--- config.mk ---
export PLATFORM = sky130hd
export DESIGN_NAME = imm_encoder
export DESIGN_NICKNAME = d
export VERILOG_FILES = /design/src/rtl/imm_encoder.sv
export SDC_FILE = /design/constraint.sdc
export NUM_CORES = 1
export LEC_CHECK = 0
export ABC_CLOCK_PERIOD_IN_PS = 3200
export BUFFER_PORTS_ARGS = -buffer_cell sky130_fd_sc_hd__buf_2
export CORE_MARGIN = 2
export CORE_UTILIZATION = 50
export CTS_CLUSTER_SIZE = 25
export DETAILED_ROUTE_END_ITERATION = 10
export GPL_ROUTABILITY_DRIVEN = 1
export PLACE_DENSITY_LB_ADDON = 0.25
export SETUP_SLACK_MARGIN = 0.3
export SLEW_MARGIN = 20
export SYNTH_ARGS = -nofsm -noshare
export SYNTH_HDL_FRONTEND = slang
export SYNTH_SLANG_ARGS = --single-unit
--- constraint.sdc ---
create_clock -name clk -period 3.2 [get_ports clk]
set_clock_uncertainty 0.05 [all_clocks]
set_input_delay 0.64 -clock clk [delete_from_list [all_inputs] [get_ports clk]]
set_output_delay 0.64 -clock clk [all_outputs]
set_load 0.005 [all_outputs]
--- src/rtl/imm_encoder.sv ---
// imm_encoder: packs a signed 32-bit immediate into the I/S/B immediate fields
// of an instruction template and flags immediates the format cannot represent.
// Structure: combinational encode/check -> S1 register -> circular output FIFO.
// The FIFO head drives Instr/out_err. Saturating counters track popped results.
module imm_encoder #(
  parameter int FIFO_DEPTH = 3,  // minimum 3 for one result per cycle
  parameter int CNT_W      = 16
) (
  input  logic             clk,
  input  logic             rst,
  input  logic             in_valid,
  output logic             in_ready,
  input  logic [1:0]       ImmSrc,
  input  logic [31:0]      Imm,
  input  logic [31:0]      Base,
  output logic             out_valid,
  input  logic             out_ready,
  output logic [31:0]      Instr,
  output logic             out_err,
  output logic [CNT_W-1:0] enc_count,
  output logic [CNT_W-1:0] err_count
);

  localparam int PTR_W = (FIFO_DEPTH > 1) ? $clog2(FIFO_DEPTH) : 1;
  localparam int OCC_W = $clog2(FIFO_DEPTH + 1);

  localparam logic [PTR_W-1:0] LAST_PTR = PTR_W'(FIFO_DEPTH - 1);
  localparam logic [OCC_W-1:0] DEPTH_C  = OCC_W'(FIFO_DEPTH);
  localparam logic [OCC_W:0]   DEPTH_W  = (OCC_W + 1)'(FIFO_DEPTH);

  // Bits of the template that survive for each format; the remaining bits
  // are the immediate fields and are overwritten by the encoder.
  localparam logic [31:0] KEEP_I  = 32'h000F_FFFF;
  localparam logic [31:0] KEEP_SB = 32'h01FF_F07F;

  typedef enum logic [1:0] {
    FMT_I   = 2'b00,
    FMT_S   = 2'b01,
    FMT_B   = 2'b10,
    FMT_BAD = 2'b11
  } fmt_e;

  typedef struct packed {
    logic [31:0] instr;
    logic        err;
  } entry_t;

  // Range-check helpers: the upper slice must be pure sign extension.
  logic fits_12;  // Imm[31:11] all equal
  logic fits_13;  // Imm[31:12] all equal

  entry_t enc;
  logic   accept;

  logic   s1_valid;
  entry_t s1_entry;

  entry_t             mem [FIFO_DEPTH];
  logic [PTR_W-1:0]   wr_ptr;
  logic [PTR_W-1:0]   rd_ptr;
  logic [OCC_W-1:0]   count;
  logic [OCC_W:0]     occupancy;
  logic               push;
  logic               pop;
  entry_t             head;

  assign fits_12 = (&Imm[31:11]) | ~(|Imm[31:11]);
  assign fits_13 = (&Imm[31:12]) | ~(|Imm[31:12]);

  // Encode the immediate into the template and run the range check.
  always_comb begin
    // NOTE: every output of a combinational block gets a default first, so no
    // path through the case can leave it unassigned and infer a latch.
    enc = '{instr: Base, err: 1'b0};
    case (fmt_e'(ImmSrc))
      FMT_I: begin
        enc.instr         = Base & KEEP_I;
        enc.instr[31:20]  = Imm[11:0];
        enc.err           = ~fits_12;
      end
      FMT_S: begin
        enc.instr         = Base & KEEP_SB;
        enc.instr[31:25]  = Imm[11:5];
        enc.instr[11:7]   = Imm[4:0];
        enc.err           = ~fits_12;
      end
      FMT_B: begin
        enc.instr         = Base & KEEP_SB;
        enc.instr[31]     = Imm[12];
        enc.instr[7]      = Imm[11];
        enc.instr[30:25]  = Imm[10:5];
        enc.instr[11:8]   = Imm[4:1];
        enc.err           = ~fits_13 | Imm[0];
      end
      default: begin
        // Invalid selector: template passes through untouched, flagged.
        enc.instr = Base;
        enc.err   = 1'b1;
      end
    endcase
  end

  // Space is reserved for the S1 entry too, so the ready decision depends on
  // registers only and never on out_ready.
  assign occupancy = {1'b0, count} + {{OCC_W{1'b0}}, s1_valid};
  assign in_ready  = occupancy < DEPTH_W;
  assign accept    = in_valid & in_ready;

  // S1 valid bit: set by an accept, otherwise drains into the FIFO.
  always_ff @(posedge clk) begin
    // NOTE: sequential state uses non-blocking assignments so every register
    // samples its inputs from before the edge, independent of block order.
    if (rst) s1_valid <= 1'b0;
    else     s1_valid <= accept;
  end

  // S1 payload: loads only on a handshake, so inputs are sampled nowhere else.
  always_ff @(posedge clk) begin
    if (accept) s1_entry <= enc;
  end

  assign push = s1_valid;
  assign pop  = out_valid & out_ready;

  // FIFO storage: the S1 entry lands here on the edge after it was accepted.
  always_ff @(posedge clk) begin
    // NOTE: the storage array has no reset; pointers and count are reset, and
    // the output mux forces zeros while the FIFO is empty.
    if (push) mem[wr_ptr] <= s1_entry;
  end

  // FIFO pointers and occupancy; push and pop together keep the count.
  always_ff @(posedge clk) begin
    if (rst) begin
      wr_ptr <= '0;
      rd_ptr <= '0;
      count  <= '0;
    end else begin
      if (push) wr_ptr <= (wr_ptr == LAST_PTR) ? '0 : wr_ptr + PTR_W'(1);
      if (pop)  rd_ptr <= (rd_ptr == LAST_PTR) ? '0 : rd_ptr + PTR_W'(1);
      count <= count + OCC_W'(push) - OCC_W'(pop);
    end
  end

  assign head      = mem[rd_ptr];
  assign out_valid = (count != '0);
  assign Instr     = out_valid ? head.instr : 32'h0;
  assign out_err   = out_valid ? head.err   : 1'b0;

  // Statistics: classify each popped entry and saturate at all-ones.
  always_ff @(posedge clk) begin
    if (rst) begin
      enc_count <= '0;
      err_count <= '0;
    end else if (pop) begin
      if (head.err) begin
        if (err_count != '1) err_count <= err_count + CNT_W'(1);
      end else begin
        if (enc_count != '1) enc_count <= enc_count + CNT_W'(1);
      end
    end
  end

`ifndef SYNTHESIS
  // The ready rule must never let S1 write into a full FIFO.
  push_into_full : assert property (@(posedge clk) disable iff (rst)
    push |-> (count < DEPTH_C));
`endif

endmodule

# ---- Word level (Yosys, flattened, before mapping)
# Memories as Yosys holds them, arrays and structs flattened. A register that Yosys moved wholly into a read port is not among the register bits.
# Index checks and enable logic that the tools add are counted.
dict set report word_totals {
  register_bits 72
  ram_bits 99
  in_bits 70
  output_inout_bits 67
  elab_cells 50
  mem_count 1
}
dict set report classes {
  n_addsub 7
  magnitude_cmp 1
  n_eq_ne 6
  mux 9
  bitwise 10
  reduce_logical 8
}
# memory depth word_bits rd rd_ports_with_merged_regs write_ports line_no
set mem_list {}
lappend mem_list {mem 3 33 1 1 1 58} ;# entry_t mem [FIFO_DEPTH];
# op n
set op_table {}
lappend op_table {{one-hot mux 33 bit (3 select lines)} 1}
lappend op_table {{adder 16 x 1 -> 16 bit (second input constant)} 2}
lappend op_table {{2-to-1 mux 32 bit} 1}
lappend op_table {{!= test 16 bit (second input constant)} 2}
lappend op_table {{AND reduction 21 bit} 1}
lappend op_table {{OR reduction 21 bit} 1}
lappend op_table {{AND reduction 20 bit} 1}
lappend op_table {{OR reduction 20 bit} 1}
lappend op_table {{2-to-1 mux 2 bit} 4}
lappend op_table {{== test 2 bit (second input constant)} 3}
lappend op_table {{AND reduction 3 bit} 2}
lappend op_table {{NOT 1 bit} 5}
lappend op_table {{adder 2 x 1 -> 2 bit (second input constant)} 2}
lappend op_table {{adder 2 x 1 -> 3 bit} 1}
lappend op_table {{less-than comparator 3 x 2 -> 1 bit (second input constant)} 1}
lappend op_table {{2-to-1 mux 1 bit} 3}
lappend op_table {{OR 1 bit} 3}
lappend op_table {{adder 2 x 1 -> 2 bit} 1}
lappend op_table {{AND 1 bit} 2}
lappend op_table {{== test 2 x 1 -> 1 bit (second input constant)} 1}
lappend op_table {{zero test 2 bit} 1}
lappend op_table {{nonzero test 2 bit} 1}
lappend op_table {{subtractor 2 x 1 -> 2 bit} 1}

# ---- Depth between registers and ports, before layout
dict set report logic_depth {
  word_depth 6
  ltp_mapped 8
}

# ---- Least setup slack after synthesis
# Ideal clock, no wire load.
dict set report synth_timing {
  path_type {register to register}
  startpoint {reg s1_valid, in the netlist push}
  endpoint {mem mem[0][0] (netlist bit) (enable)}
  setup_time_ps 467
  arrival_ps 2791
  t_required_ps 2683
  setup_slack_ps -108
  path_stages_with_launch 3
  n_path_buf 0
  period_less_slack_ps 3308
  cell_sequence {dfxtp_1 inv_1 nor3_1}
}
dict set report synth_via {
  elab_chain_cells 2
}
# item line_no
set synth_rtl {}
lappend synth_rtl {{from (decl)} 55} ;# logic s1_valid;
lappend synth_rtl {{from (signal assigned)} 114} ;# else s1_valid <= accept;
lappend synth_rtl {{2-to-1 mux 1 bit} 129} ;# if (push) mem[wr_ptr] <= s1_entry;
lappend synth_rtl {{2-to-1 mux 1 bit (implied by the code)} 129}
lappend synth_rtl {{to (decl)} 58}
# No other way between the ends.

==> reports/results.ini <==
[placed_design]
hpwl_um=9590
dpl-instance-area_um2=8070
io_buffers=136
gp_congestion=0.832

[synthesis]
synth_area_um2=7120
synth.distinct_cells=42
ys.flop_type=edfxtp_1
syn_area_per_cell_um2=12.9
yosys.cell_count.top_type=edfxtp_1
synth_top_cell_area_share_pct=55.7
synth_area_leaders=edfxtp_1 (56%), dfxtp_1 (12%), nor2_1 (5.8%), mux2i_1 (4.9%), a21oi_1 (3.0%)
synth_nets=629
synth_seq_cells=173
ys.warnings.count=0
synthArstFlopShare_pct=0
synth_edf_count=132
synth_cells=553
synth-seq-area-share_pct=67.2
yosys.area.top_type=edfxtp_1
synth_common_cells=edfxtp_1 (132), nor2_1 (110), a21oi_1 (42)

[die]
core_area_um2=13900
die_area_um2=15200
die_h_um=123
initial_core_util_pct=51.3
ioPinCount=137
die_x_um=123
core.rowCount=43

[cells_and_area]
fillers=1107
seq_area_um2=4790
multiInputGateArea_um2=2250
nNetsFinal=772
n_antenna_cell=0
drive_above_1_share_pct=29.8
area_growth_pct=20.9
final_cell_area_um2=8610

[sta]
setup_viol=0
whs_ns=0.333
slew_headroom_pct=49.0
hold_viol_final=0
max_freq_ghz=0.373
tns_ns=0
tightest_slew_ns=0.762
slew_violations=0
min_period_ns=2.68
rsz0062_at_grt=no
finalCritPeriodShare_pct=83.8

[setup_path]
crit_path_end_kind=output port
path_max_fanout=13
worst_ep_required_time_ns=2.51
r2r_slack_ns=0.74
critical_path_class=reg -> out
worst_setup_path_start_kind=flop
r2r_cells=5
arrival_ns=1.99

[detailed_routing]
via_count=4730
first_pass_iters=6
vias_per_cell=5.32
wl_per_cell_um=15.6
drt_first_iter_violations=263
routed_wirelength_um=13900
drc=0
drtAntennaViolNets=0

[cts]
htreeDepth=4
numCtsBuffers=17
clkSinkCount=173
clockBufferDepth=2
cts.clk_slew.worst_paths_ns=0.07
cts-root-buf=clkbuf_16
post_cts.repair.setup_buffers=0
cts_resized=0
clk_latency_ns=0.43
hold_buffers=0
cts_tree=done

[worst_hold_path]
holdPathStages=1
hold_path.class=in -> reg

[grt]
grt_max_degree=43
grt-ovfl-total=0
grt_pass1_wl_um=22000
antenna_found_initial=0
grt_pass1_vias=4511
track_usage_pct=19.2

[power_and_ir_drop]
p_leak_nw=3.23
power_density_nw_per_um2=653
peakVddDrop_v=0.000435
design_power_total_mw=5.62

[job]
maxCapViolCount=0

[outcome]
outcome=finished clean

-- final cells by class --
cell class / instances / area share, %
clock buffer: 18 / 4.99
clock inverter: 14 / 1.26
inverter: 8 / 0.349
multi-input combinational: 349 / 26.2
sequential: 173 / 55.6
tap: 180 / 2.62
timing repair buffer: 147 / 9.01
-- through the flow --
stage | worst slack [ns] | util [%] | cells
finish | 0.518 | 62.0 | 889
global placement | 0.762 | 58.1 | 857
global route | 0.384 | 62.0 | 889
floorplan | 0.870 | - | 553
CTS | 0.480 | 62.0 | 889
detailed placement | 0.693 | 58.1 | 857
-- report_power, final --
group	switching, mW	internal [mW]
combinational	0.562	0.434
clock	0.863	1.00
sequential	0.127	2.63
total	1.55	4.07
-- routing by layer --
metal	global-route usage [%]	up-vias	part of all wire (%)	wire, µm
met3	4.94	18	5.9	817
met5	0	-	0	0
met2	32.2	139	50	6940
met1	23.7	2262	42	5890
met4	7.81	0	1.6	226
li1	-	2311	-	-
-- sequential cells by signal, summed over array words and instances, names as in the netlist, named ones only --
name / count
mem: 99
count: 2
rd_ptr: 2
enc_count: 16
wr_ptr: 2
s1_entry: 33
err_count: 16
push: 1
-- critical path, cell delays in order (launching register included) --
cell and delay (ns):
dfxtp_2 0.61, mux2_4 0.36, o21ai_1 0.38, nor2_1 0.08
buf_2 0.15
-- cell usage in the layout (no fill, tap or decap), types with 8 or more instances in the layout --
cell	count
buf_2	136
edfxtp_1	132
nor2_1	107
a21oi_1	42
dfxtp_1	39
mux2i_1	35
xnor2_1	23
mux2_2	18
clkbuf_16	17
nand3_1	16
nand2_1	15
nand4_1	14
buf_4	10
nor4_1	9
nor3_1	9
inv_1	8
-- kinds of logic after synthesis --
family | share of synthesized area [%]
compound gates | 4.08
xor+xnor | 3.32
fa+ha+maj | 1.05
buf+inv | 1.79
flops | 67.2
mux | 7.98
simple gates | 14.6
-- worst paths after layout --
kind	start	to
max	flop	out_err
min	Base[13]	s1_entry[14]
max reg2reg	flop	err_count[7]
min reg2reg	s1_entry[18]	mem[1][18]
(Power assumes the default switching activity.)
